--- config.mk ---
export PLATFORM = sky130hd
export DESIGN_NAME = stc_seq
export DESIGN_NICKNAME = d
export VERILOG_FILES = /design/src/rtl/stc_seq.sv
export SDC_FILE = /design/constraint.sdc
export NUM_CORES = 1
export LEC_CHECK = 0
export CORE_ASPECT_RATIO = 0.9
export CORE_UTILIZATION = 55
export DETAILED_ROUTE_END_ITERATION = 8
export PLACE_DENSITY = 0.73
export SETUP_SLACK_MARGIN = 0.5
export SLEW_MARGIN = 40
export SYNTH_ARGS = -nofsm -noshare
export SYNTH_HDL_FRONTEND = slang
export SYNTH_SLANG_ARGS = --single-unit
--- constraint.sdc ---
create_clock -name pclk -period 5.2 [get_ports pclk]
set_clock_uncertainty 0.05 [all_clocks]
set_input_delay 0.78 -clock pclk [delete_from_list [all_inputs] [get_ports pclk]]
set_output_delay 0.78 -clock pclk [all_outputs]
set_load 0.01 [all_outputs]
--- src/rtl/stc_seq.sv ---
// APB-master sequencer replaying a register-write table into the stc block.
// Passes start on command or on a selected timer interrupt edge.
module stc_seq #(
  parameter int DEPTH = 16,
  parameter int IW    = 4
) (
  input  logic          pclk,
  input  logic          preset,
  input  logic          tbl_we,
  input  logic [IW-1:0] tbl_widx,
  input  logic [9:0]    tbl_wpaddr,
  input  logic [31:0]   tbl_wdata,
  input  logic [IW:0]   cfg_len,
  input  logic          cfg_loop,
  input  logic          cfg_trig_en,
  input  logic [1:0]    cfg_trig_sel,
  input  logic          start,
  input  logic          stop,
  input  logic [3:0]    timer_int,
  output logic          m_psel,
  output logic          m_penable,
  output logic          m_pwrite,
  output logic [9:0]    m_paddr,
  output logic [31:0]   m_pwdata,
  input  logic          m_pready,
  output logic          busy,
  output logic          done,
  output logic [7:0]    ovr_cnt,
  input  logic          ovr_clr
);

  typedef enum logic [1:0] {
    IDLE, ARM, SETUP, ACCESS
  } state_t;

  localparam logic [IW:0] ONE = 1;

  logic [41:0]   tbl [DEPTH];
  state_t        state, state_n;
  logic [IW-1:0] idx, idx_n;
  logic [IW:0]   len_q;
  logic          loop_q, trig_q;
  logic [1:0]    sel_q;
  logic          stop_q, stop_n;
  logic [3:0]    tprev;
  logic          edge_hit, last, accept;
  logic          ovr_inc, done_n;
  logic          psel_n, penable_n, busy_n, load_n;
  logic [41:0]   rd;

  assign edge_hit = timer_int[sel_q] & ~tprev[sel_q];
  assign last     = ({1'b0, idx} + ONE) == len_q;
  assign accept   = (state == IDLE) && start && !stop;
  assign ovr_inc  = trig_q && edge_hit &&
                    (state == SETUP || state == ACCESS);

  // Table storage; deliberately not reset
  always_ff @(posedge pclk) begin
    if (tbl_we) tbl[tbl_widx] <= {tbl_wpaddr, tbl_wdata};
  end

  // State, index, latched config and overrun counter
  always_ff @(posedge pclk) begin
    if (preset) begin
      state   <= IDLE;
      idx     <= '0;
      len_q   <= '0;
      loop_q  <= 1'b0;
      trig_q  <= 1'b0;
      sel_q   <= 2'd0;
      stop_q  <= 1'b0;
      tprev   <= 4'd0;
      ovr_cnt <= 8'd0;
    end else begin
      state  <= state_n;
      idx    <= idx_n;
      stop_q <= stop_n;
      tprev  <= timer_int;
      if (accept) begin
        len_q  <= cfg_len;
        loop_q <= cfg_loop;
        trig_q <= cfg_trig_en;
        sel_q  <= cfg_trig_sel;
      end
      if (ovr_clr)
        ovr_cnt <= 8'd0;
      else if (ovr_inc && ovr_cnt != 8'hff)
        ovr_cnt <= ovr_cnt + 8'd1;
    end
  end

  // Next state; a stop seen mid-transfer waits for pready
  always_comb begin
    state_n = state;
    idx_n   = idx;
    stop_n  = stop_q;
    done_n  = 1'b0;
    unique case (state)
      IDLE: begin
        stop_n = 1'b0;
        if (start && !stop) begin
          if (cfg_len == '0) begin
            done_n = 1'b1;
          end else begin
            idx_n   = '0;
            state_n = cfg_trig_en ? ARM : SETUP;
          end
        end
      end
      ARM: begin
        if (stop) begin
          state_n = IDLE;
          idx_n   = '0;
        end else if (edge_hit) begin
          state_n = SETUP;
        end
      end
      SETUP: begin
        if (stop) stop_n = 1'b1;
        state_n = ACCESS;
      end
      ACCESS: begin
        if (stop) stop_n = 1'b1;
        if (m_pready) begin
          if (stop_q || stop) begin
            state_n = IDLE;
            idx_n   = '0;
            stop_n  = 1'b0;
          end else if (!last) begin
            idx_n   = idx + 1'b1;
            state_n = SETUP;
          end else begin
            idx_n  = '0;
            done_n = 1'b1;
            if (!loop_q)
              state_n = IDLE;
            else
              state_n = trig_q ? ARM : SETUP;
          end
        end
      end
      default: state_n = IDLE;
    endcase
  end

  // Next values of the registered outputs
  always_comb begin
    psel_n    = (state_n == SETUP) || (state_n == ACCESS);
    penable_n = (state_n == ACCESS);
    busy_n    = (state_n != IDLE);
    load_n    = (state_n == SETUP);
    rd        = tbl[idx_n];
  end

  // Output registers; address/data hold after the last transfer
  always_ff @(posedge pclk) begin
    if (preset) begin
      m_psel    <= 1'b0;
      m_penable <= 1'b0;
      m_pwrite  <= 1'b0;
      m_paddr   <= 10'd0;
      m_pwdata  <= 32'd0;
      busy      <= 1'b0;
      done      <= 1'b0;
    end else begin
      m_psel    <= psel_n;
      m_penable <= penable_n;
      m_pwrite  <= psel_n;
      busy      <= busy_n;
      done      <= done_n;
      if (load_n) begin
        m_paddr  <= rd[41:32];
        m_pwdata <= rd[31:0];
      end
    end
  end

endmodule

==> reports/qor.yml, run 1 <==
finish:
  regArea_sq_um: 21700
  syn_to_final_growth_pct: 15.0
  multi_input_area_sq_um: 7470
  n_fill_cell: 3584
  diodes: 0
  utilization_pct: 64.5
  drive_gt1_share_pct: 10.5
  fin_nets: 2030
cts:
  clock-root-buffer: "clkbuf_16"
  postCtsSetupBuffers: 0
  cts_max_path_buffers: 3
  cts_hold_buffers: 0
  path_clk_slew_ns: 0.06
  cts_buffers: 75
  htree_levels: 3
  clkSinkCount: 746
  cts_resized: 0
  cts_tree: "built"
  worstSkewPairLatency_ns: 0.62
sta:
  relSlewSlack_pct: 43.1
  fin_crit_ns: 3.74
  max_freq_mhz: 267
  fin_crit_sh_pct: 72.0
  fin_setup_tns_ns: 0
  grt_setup_unrepaired: "false"
  drv_slew: 0
  tightest_slew_ns: 0.853
  hold_viol_final: 0
  setup-violations-final: 0
logic_synthesis:
  synth_ff_type: "edfxtp_1"
  ys_types: 62
  synthArstFlopShare_pct: 0
  synth_edf_count: 672
  seq_area_frac_synth_pct: 72.4
  synth_area_sq_um: 29900
  synth_warnings: 0
  synth_cells: 1804
  ys_ff_latch: 746
  syn_avg_cell_area_sq_um: 16.6
  syn_nets: 1877
die:
  core.rowCount: 80
  coreArea_sq_um: 53400
  die_h_um: 223
  die_w_um: 248
  start_util_pct: 56.1
  dieArea_sq_um: 55400
  io_pins: 121
pwr:
  power_frac_clock_pct: 37.9
  p_int_mw: 10.7
  power_frac_seq_pct: 50.1
  power.leakage_nw: 11.1
  swShare_pct: 23.8
  p_per_area_nw_per_um2: 410
  power_switching_mw: 3.36
  pwr-share-comb_pct: 12.0
  peakVddDrop_uv: 276
critical_path:
  cp_slowest_stage_delay_ns: 0.55
  crit_top_cell: "a32oi_1"
  end_kind: "flop"
  reg2reg_from: "idx[0]"
  cp_data_arrival_time_ns: 4.21
  cp_slowest_cell: "a2111o_2"
  crit_start: "idx[0]"
  crit_required_ns: 5.67
  rr_endpoint: "m_pwdata[28]"
  critPathBufInv: 2
  worst-setup-path-type: "reg -> reg"
  critPathTopFamily: "compound AO/OA/AOI/OAI gates"
  path_cells: "ha_1 -> and4b_1 -> o21ai_2 -> a2111o_2 -> a31oi_1 -> a32oi_1 -> inv_2 -> buf_4 -> a32oi_1 -> a311oi_1"
  cp-start-kind: "flop"
  cp_max_fo: 18
  r2r_cells: 10
  regToRegSetupSlack_ns: 1.46
global_routing:
  antenna_found_initial: 2
  grt-ovfl-total: 0
  met1_usage_pct: 34.1
  track_usage_pct: 24.1
  grt_util_met2_pct: 38.1
  met3_usage_pct: 4.66
  grt_pass1_wl_mm: 98.6
  grt_busiest_layer: "met2"
  first_global_vias: 16300
  grt_max_degree: 90
route:
  first_pass_iters: 7
  drt_iter0_drc: 1584
  drt_wl_total_mm: 66.2
  drc: 0
  vias: 16300
  wl_per_cell_um: 24.4
  final_antenna_net_count: 0
  vias_per_cell: 5.99
place:
  gp_congestion: 0.773
  portBuffers: 120
  hpwl_mm: 36.1
run:
  drv_cap: 0
worst_hold_path:
  whs_endpoint: "loop_q"
  hold_class: "reg -> reg"
  worstHoldStart: "loop_q"
  whs_path_depth: 2
status:
  status: "finished, final reports clean"
[worst max-delay path by stage]
| stage | end | slack (ns) | depth (start not counted) |
|---|---|---|---|
| after detailed placement | m_pwdata[8] | 0.91 | 9 |
| final | m_pwdata[28] | 1.46 | 10 |
| after floorplan | tbl[8][0] | 0.79 | 2 |
| after CTS | m_pwdata[8] | 1.49 | 10 |
| after global routing | m_pwdata[10] | 1.25 | 10 |
| after global placement | m_pwdata[28] | 1.04 | 9 |
[through the flow]
stage          worst slack (ns)  cell area, sq um  instances  hold WS, ns  total power, mW
6_report                   1.46             34400       2717        0.436             14.1
5_1_grt                    1.25             34400       2717        0.444             14.6
4_1_cts                    1.49             34400       2716        0.436             14.2
3_5_place_dp              0.907             32000       2576        0.426             8.88
3_3_place_gp               1.04             31800       2568        0.417             8.83
2_1_floorplan             0.788             29900       1804        0.391             8.05
[worst min-delay path: stages, from the launching register on]
cell and delay [ns]:
dfxtp_1 0.32, nand2_1 0.06, a21oi_1 0.05
[sequential cells by signal (all words and copies together), names as in the netlist, 4 cells and up]
name,flops
tbl,672
len_q,5
m_pwdata,32
ovr_cnt,8
m_paddr,10
tprev,4
idx,4
[routing by layer]
layer  part of all wire (%)  vias to the layer above  wire, um
met5                  0.017                        -        11
met4                    2.4                        2      1600
met3                    7.1                      117      4690
met2                     48                      621     31500
met1                     43                     8222     28400
li1                       -                     7326         -
[logic make-up after synthesis]
kind of cell             count (synthesis)  synth area share (%)
multiplexers                           422                  14.2
buffers and inverters                  115                  3.20
adder cells (fa/ha/maj)                  7                 0.293
AND/OR/NAND/NOR                        327                  4.58
flip-flops                             746                  72.4
XOR/XNOR                                12                 0.401
AO/OA/AOI/OAI                          175                  5.01
[area by class of cell]
| type | count | share of cell area [%] |
|---|---|---|
| clock buffers | 98 | 5.86 |
| clock inverters | 42 | 1.26 |
| inverters | 8 | 0.0872 |
| multi-input cells | 943 | 21.7 |
| flip-flops and latches | 746 | 62.9 |
| well taps | 697 | 2.53 |
| repair buffers | 183 | 5.64 |
[layout by cell type, fill, tap and decap left out, types with 3 or more instances in the layout]
| cell | instances |
|---|---|
| clkbuf_1 | 18 |
| buf_4 | 39 |
| xor2_1 | 4 |
| inv_1 | 7 |
| nor2b_1 | 12 |
| clkbuf_16 | 76 |
| o21ai_0 | 6 |
| clkdlybuf4s50_1 | 119 |
| buf_16 | 4 |
| a21oi_1 | 14 |
| nor2_1 | 63 |
| inv_6 | 5 |
| a31oi_1 | 4 |
| nor3_1 | 6 |
| clkinv_2 | 12 |
| a32oi_1 | 84 |
| clkbuf_8 | 3 |
| xnor2_1 | 6 |
| nand2b_1 | 4 |
| nand3_1 | 16 |
| edfxtp_1 | 672 |
| a311oi_1 | 42 |
| buf_8 | 3 |
| mux2i_1 | 421 |
| buf_6 | 5 |
| buf_12 | 12 |
| nor3_4 | 3 |
| nor3_2 | 3 |
| dfxtp_1 | 74 |
| nand2_1 | 195 |
| bufinv_16 | 8 |
| clkinv_1 | 13 |
| nor2_4 | 12 |
| ha_1 | 7 |
[power by group through the flow]
stage | clock (mW) | combinational, mW | sequential, mW
6_report | 5.35 | 1.69 | 7.06
4_1_cts | 5.43 | 1.70 | 7.06
3_3_place_gp | 0 | 1.64 | 7.18
2_1_floorplan | 0 | 0.872 | 7.18
3_5_place_dp | 0 | 1.69 | 7.18
5_1_grt | 5.67 | 1.83 | 7.09
[cells in the mapped netlist (2+ instances only)]
cell	n	area (sq um)
nand3b_1	2	15.0
clkbuf_1	37	139
buf_2	25	125
mux2i_1	421	4210
o21bai_1	2	15.0
xor2_1	4	35.0
a311oi_1	42	368
a21oi_2	3	26.3
buf_4	3	22.5
o22ai_1	2	12.5
buf_8	4	60.1
inv_1	7	26.3
nand2_1	195	732
edfxtp_1	672	20200
buf_1	3	11.3
buf_12	20	400
ha_1	7	87.6
o21a_1	2	15.0
a32oi_1	84	736
nor3_1	10	50.1
nor2b_1	12	75.1
nand4_1	2	12.5
o21ai_0	6	30.0
nor2_1	75	282
a21oi_1	14	70.1
buf_6	15	169
dfxtp_1	74	1480
nand2b_1	4	25.0
nand3_1	16	80.1
xnor2_1	6	52.6
a31oi_1	4	25.0
(Power assumes the default switching activity.)
==> inputs of run 2 (changes only) <==
--- a/config.mk
+++ b/config.mk
@@ -8,7 +8,7 @@
 export CORE_ASPECT_RATIO = 0.9
 export CORE_UTILIZATION = 55
 export DETAILED_ROUTE_END_ITERATION = 8
-export PLACE_DENSITY = 0.73
+export PLACE_DENSITY = 0.76
 export SETUP_SLACK_MARGIN = 0.5
 export SLEW_MARGIN = 40
 export SYNTH_ARGS = -nofsm -noshare
==> constraint.sdc (replaced) <==
create_clock -name pclk -period 3.4 [get_ports pclk]
set_clock_uncertainty 0.05 [all_clocks]
set_input_delay 0.51 -clock pclk [delete_from_list [all_inputs] [get_ports pclk]]
set_output_delay 0.51 -clock pclk [all_outputs]
set_load 0.01 [all_outputs]
==> run 2 against run 1 <==
Effect of this change:
- first-iteration DRC count increased by 21%
- total power increased by 57%
- combinational power increased by 89%
- critical endpoint is now m_paddr[4]
- highest routed layer unchanged
==> reports/qor.yml, run 2 (synthesized netlist as in run 1, its figures left out) <==
critical_path:
  critPathBufInv: 3  # +1
  crit_path_end: "m_paddr[4]"
  reg2reg_from: "idx[0]"
  cp-start-kind: "flop"
  cp_data_arrival_time_ns: 3.42  # -0.79 ns
  cp_max_fo: 6  # -12
  r2r_cells: 12  # +2
  rr_endpoint: "m_paddr[4]"
  worst-setup-path-type: "reg -> reg"
  regToRegSetupSlack_ns: 0.43  # -1.03 ns
  critPathTopFamily: "compound AO/OA/AOI/OAI gates"
  crit_start: "idx[0]"
  path_cells: "ha_4 -> xnor2_2 -> nand2_1 -> a2111o_2 -> a22o_4 -> buf_12 -> buf_12 -> buf_4 -> mux2i_2 -> mux2i_2 -> a32oi_2 -> a311oi_1"
  cp_slowest_stage_delay_ns: 0.50  # -0.05 ns
  critical_path_depth: 12  # +2
  crit_required_ns: 3.85  # -1.82 ns
  cp_slowest_cell: "a2111o_2"
  end_kind: "flop"
place:
  portBuffers: 120  # unchanged
  pre_cts_slack_ns: -0.0263  # -0.934 ns
  hpwl_mm: 35.6  # -1.5%
  dpl_cell_area_sq_um: 32600  # +1.9%
  dp.cells: 2597  # +0.82%
  gp_congestion: 0.771  # -0.17%
route:
  drt_wl_total_mm: 75.8  # +15%
  vias: 17400  # +7.1%
  drc: 0  # unchanged
  first_pass_iters: 5  # -2
  final_antenna_net_count: 0  # unchanged
  wl_per_cell_um: 27.1  # +11%
  vias_per_cell: 6.24  # +4.1%
  drt_iter0_drc: 1921  # +21%
finish:
  utilization_pct: 68.5  # +4.0 points
  drive_gt1_share_pct: 16.5  # +5.9 points
  layout_common_cells: "672 x edfxtp_1, 395 x mux2i_1, 195 x nand2_1"
  fin_nets: 2109  # +3.9%
  syn_to_final_growth_pct: 22.1
  stdcell_area_sq_um: 36500  # +6.1%
  final_common_cell: "edfxtp_1"
  top_register: "tbl"
  largest_register_ffs: 672  # unchanged
  reg.largest.list: "tbl: 672 flops, m_pwdata: 32 flops, m_paddr: 10 flops"
  layoutNonFillerInstCount: 2796  # +2.9%
worst_hold_path:
  worstHoldStart: "cfg_trig_sel[0]"
  hold_class: "in -> reg"
pwr:
  peakVddDrop_uv: 445  # +61%
  p_int_mw: 16.6  # +55%
  swShare_pct: 24.7  # +0.90 points
  total_power_mw: 22.1  # +57%
  power.leakage_nw: 11.9  # +6.9%
  pwr-share-comb_pct: 14.4  # +2.4 points
  power_frac_seq_pct: 48.9  # -1.2 points
  power_frac_clock_pct: 36.7  # -1.2 points
  power_switching_mw: 5.47  # +63%
  p_per_area_nw_per_um2: 605  # +48%
global_routing:
  grt_max_degree: 43  # -52%
  track_usage_pct: 26.2  # +2.1 points
  grt_pass1_wl_mm: 106  # +7.3%
  first_global_vias: 17400  # +6.9%
  antenna_found_initial: 5  # +3
  grt-ovfl-total: 0  # unchanged
run:
  drv_cap: 0  # unchanged
cts:
  cts_buffers: 74  # -1.3%
  path_clk_slew_ns: 0.06  # about the same
  worstSkewPairLatency_ns: 0.62  # about the same
  clkSinkCount: 746  # unchanged
  clock-root-buffer: "clkbuf_16"
  htree_levels: 3  # unchanged
  cts_max_path_buffers: 3  # unchanged
  cts_tree: "built"
die:
  coreArea_sq_um: 53400  # unchanged
  die_w_um: 248  # unchanged
  die_h_um: 223  # unchanged
  start_util_pct: 56.1  # unchanged
  io_pins: 121  # unchanged
  core.rowCount: 80  # unchanged
  dieArea_sq_um: 55400  # unchanged
sta:
  fin_crit_ns: 2.97  # -0.775 ns
  relSlewSlack_pct: 39.6  # -3.6 points
  tightest_slew_ns: 0.906  # +0.0536 ns
  grt_setup_unrepaired: "true"
  hold_viol_final: 0  # unchanged
  setup-violations-final: 0  # unchanged
  setup_slack_ns: 0.433  # -1.03 ns
  fin_crit_sh_pct: 87.3  # +15 points
  max_freq_mhz: 337  # +26%
  drv_slew: 0  # unchanged
status:
  status: "finished, final reports clean"
run 2: power by group through the flow:
stage                     combinational [mW]  clock (mW)  sequential, mW
after CTS                               3.07        8.15            10.8
after global placement                  2.67           0            11.0
final                                   3.19        8.11            10.8
after global routing                    3.38        8.54            10.8
after floorplan                         1.34           0            11.0
after detailed placement                2.73           0            11.0
run 2: final cells by class:
| class | instances | area (sq um) |
|---|---|---|
| Inverter | 8 | 30.0 |
| Tap cell | 697 | 872 |
| Multi-Input combinational cell | 943 | 7860 |
| Sequential cell | 746 | 21700 |
| Timing Repair Buffer | 263 | 3690 |
| Clock buffer | 109 | 2110 |
| Fill cell | 3245 | 16800 |
| Clock inverter | 26 | 298 |
| Antenna cell | 4 | 10.0 |
run 2: worst min-delay path by stage:
stage	to	slack [ns]	cells after the start
2_1_floorplan	sel_q[1]	0.39	2
3_3_place_gp	loop_q	0.42	2
3_5_place_dp	loop_q	0.42	2
4_1_cts	sel_q[0]	0.41	3
5_1_grt	loop_q	0.43	3
6_report	sel_q[0]	0.43	3
run 2: metal layers:
layer / track usage [%] / wire (um) / up-vias
li1: - / - / 7500
met1: 35.0 / 29500 / 8840
met2: 42.3 / 36800 / 910
met3: 5.37 / 6800 / 194
met4: 10.2 / 2630 / 4
met5: 0 / 23 / -
run 2: through the flow:
step	hold slack (ns)	setup TNS [ns]
after floorplan	0.391	0
after global placement	0.418	0
after detailed placement	0.416	-0.0906
after CTS	0.414	0
after global routing	0.430	0
final	0.430	0
run 2: worst min-delay path: stages:
cell	delay, ns
clkdlybuf4s50_1	0.40
nand3_1	0.07
a21oi_1	0.05
run 2: repair_timing:
action | in CTS | in global routing
setup buffers | 22 | 13
endpoints found under the hold margin | 0 | 0
gates resized for setup | 48 | 74
pin swaps | 29 | 41
hold buffers | 0 | 0
setup endpoints to repair | 42 | 42
gates cloned | 11 | 14
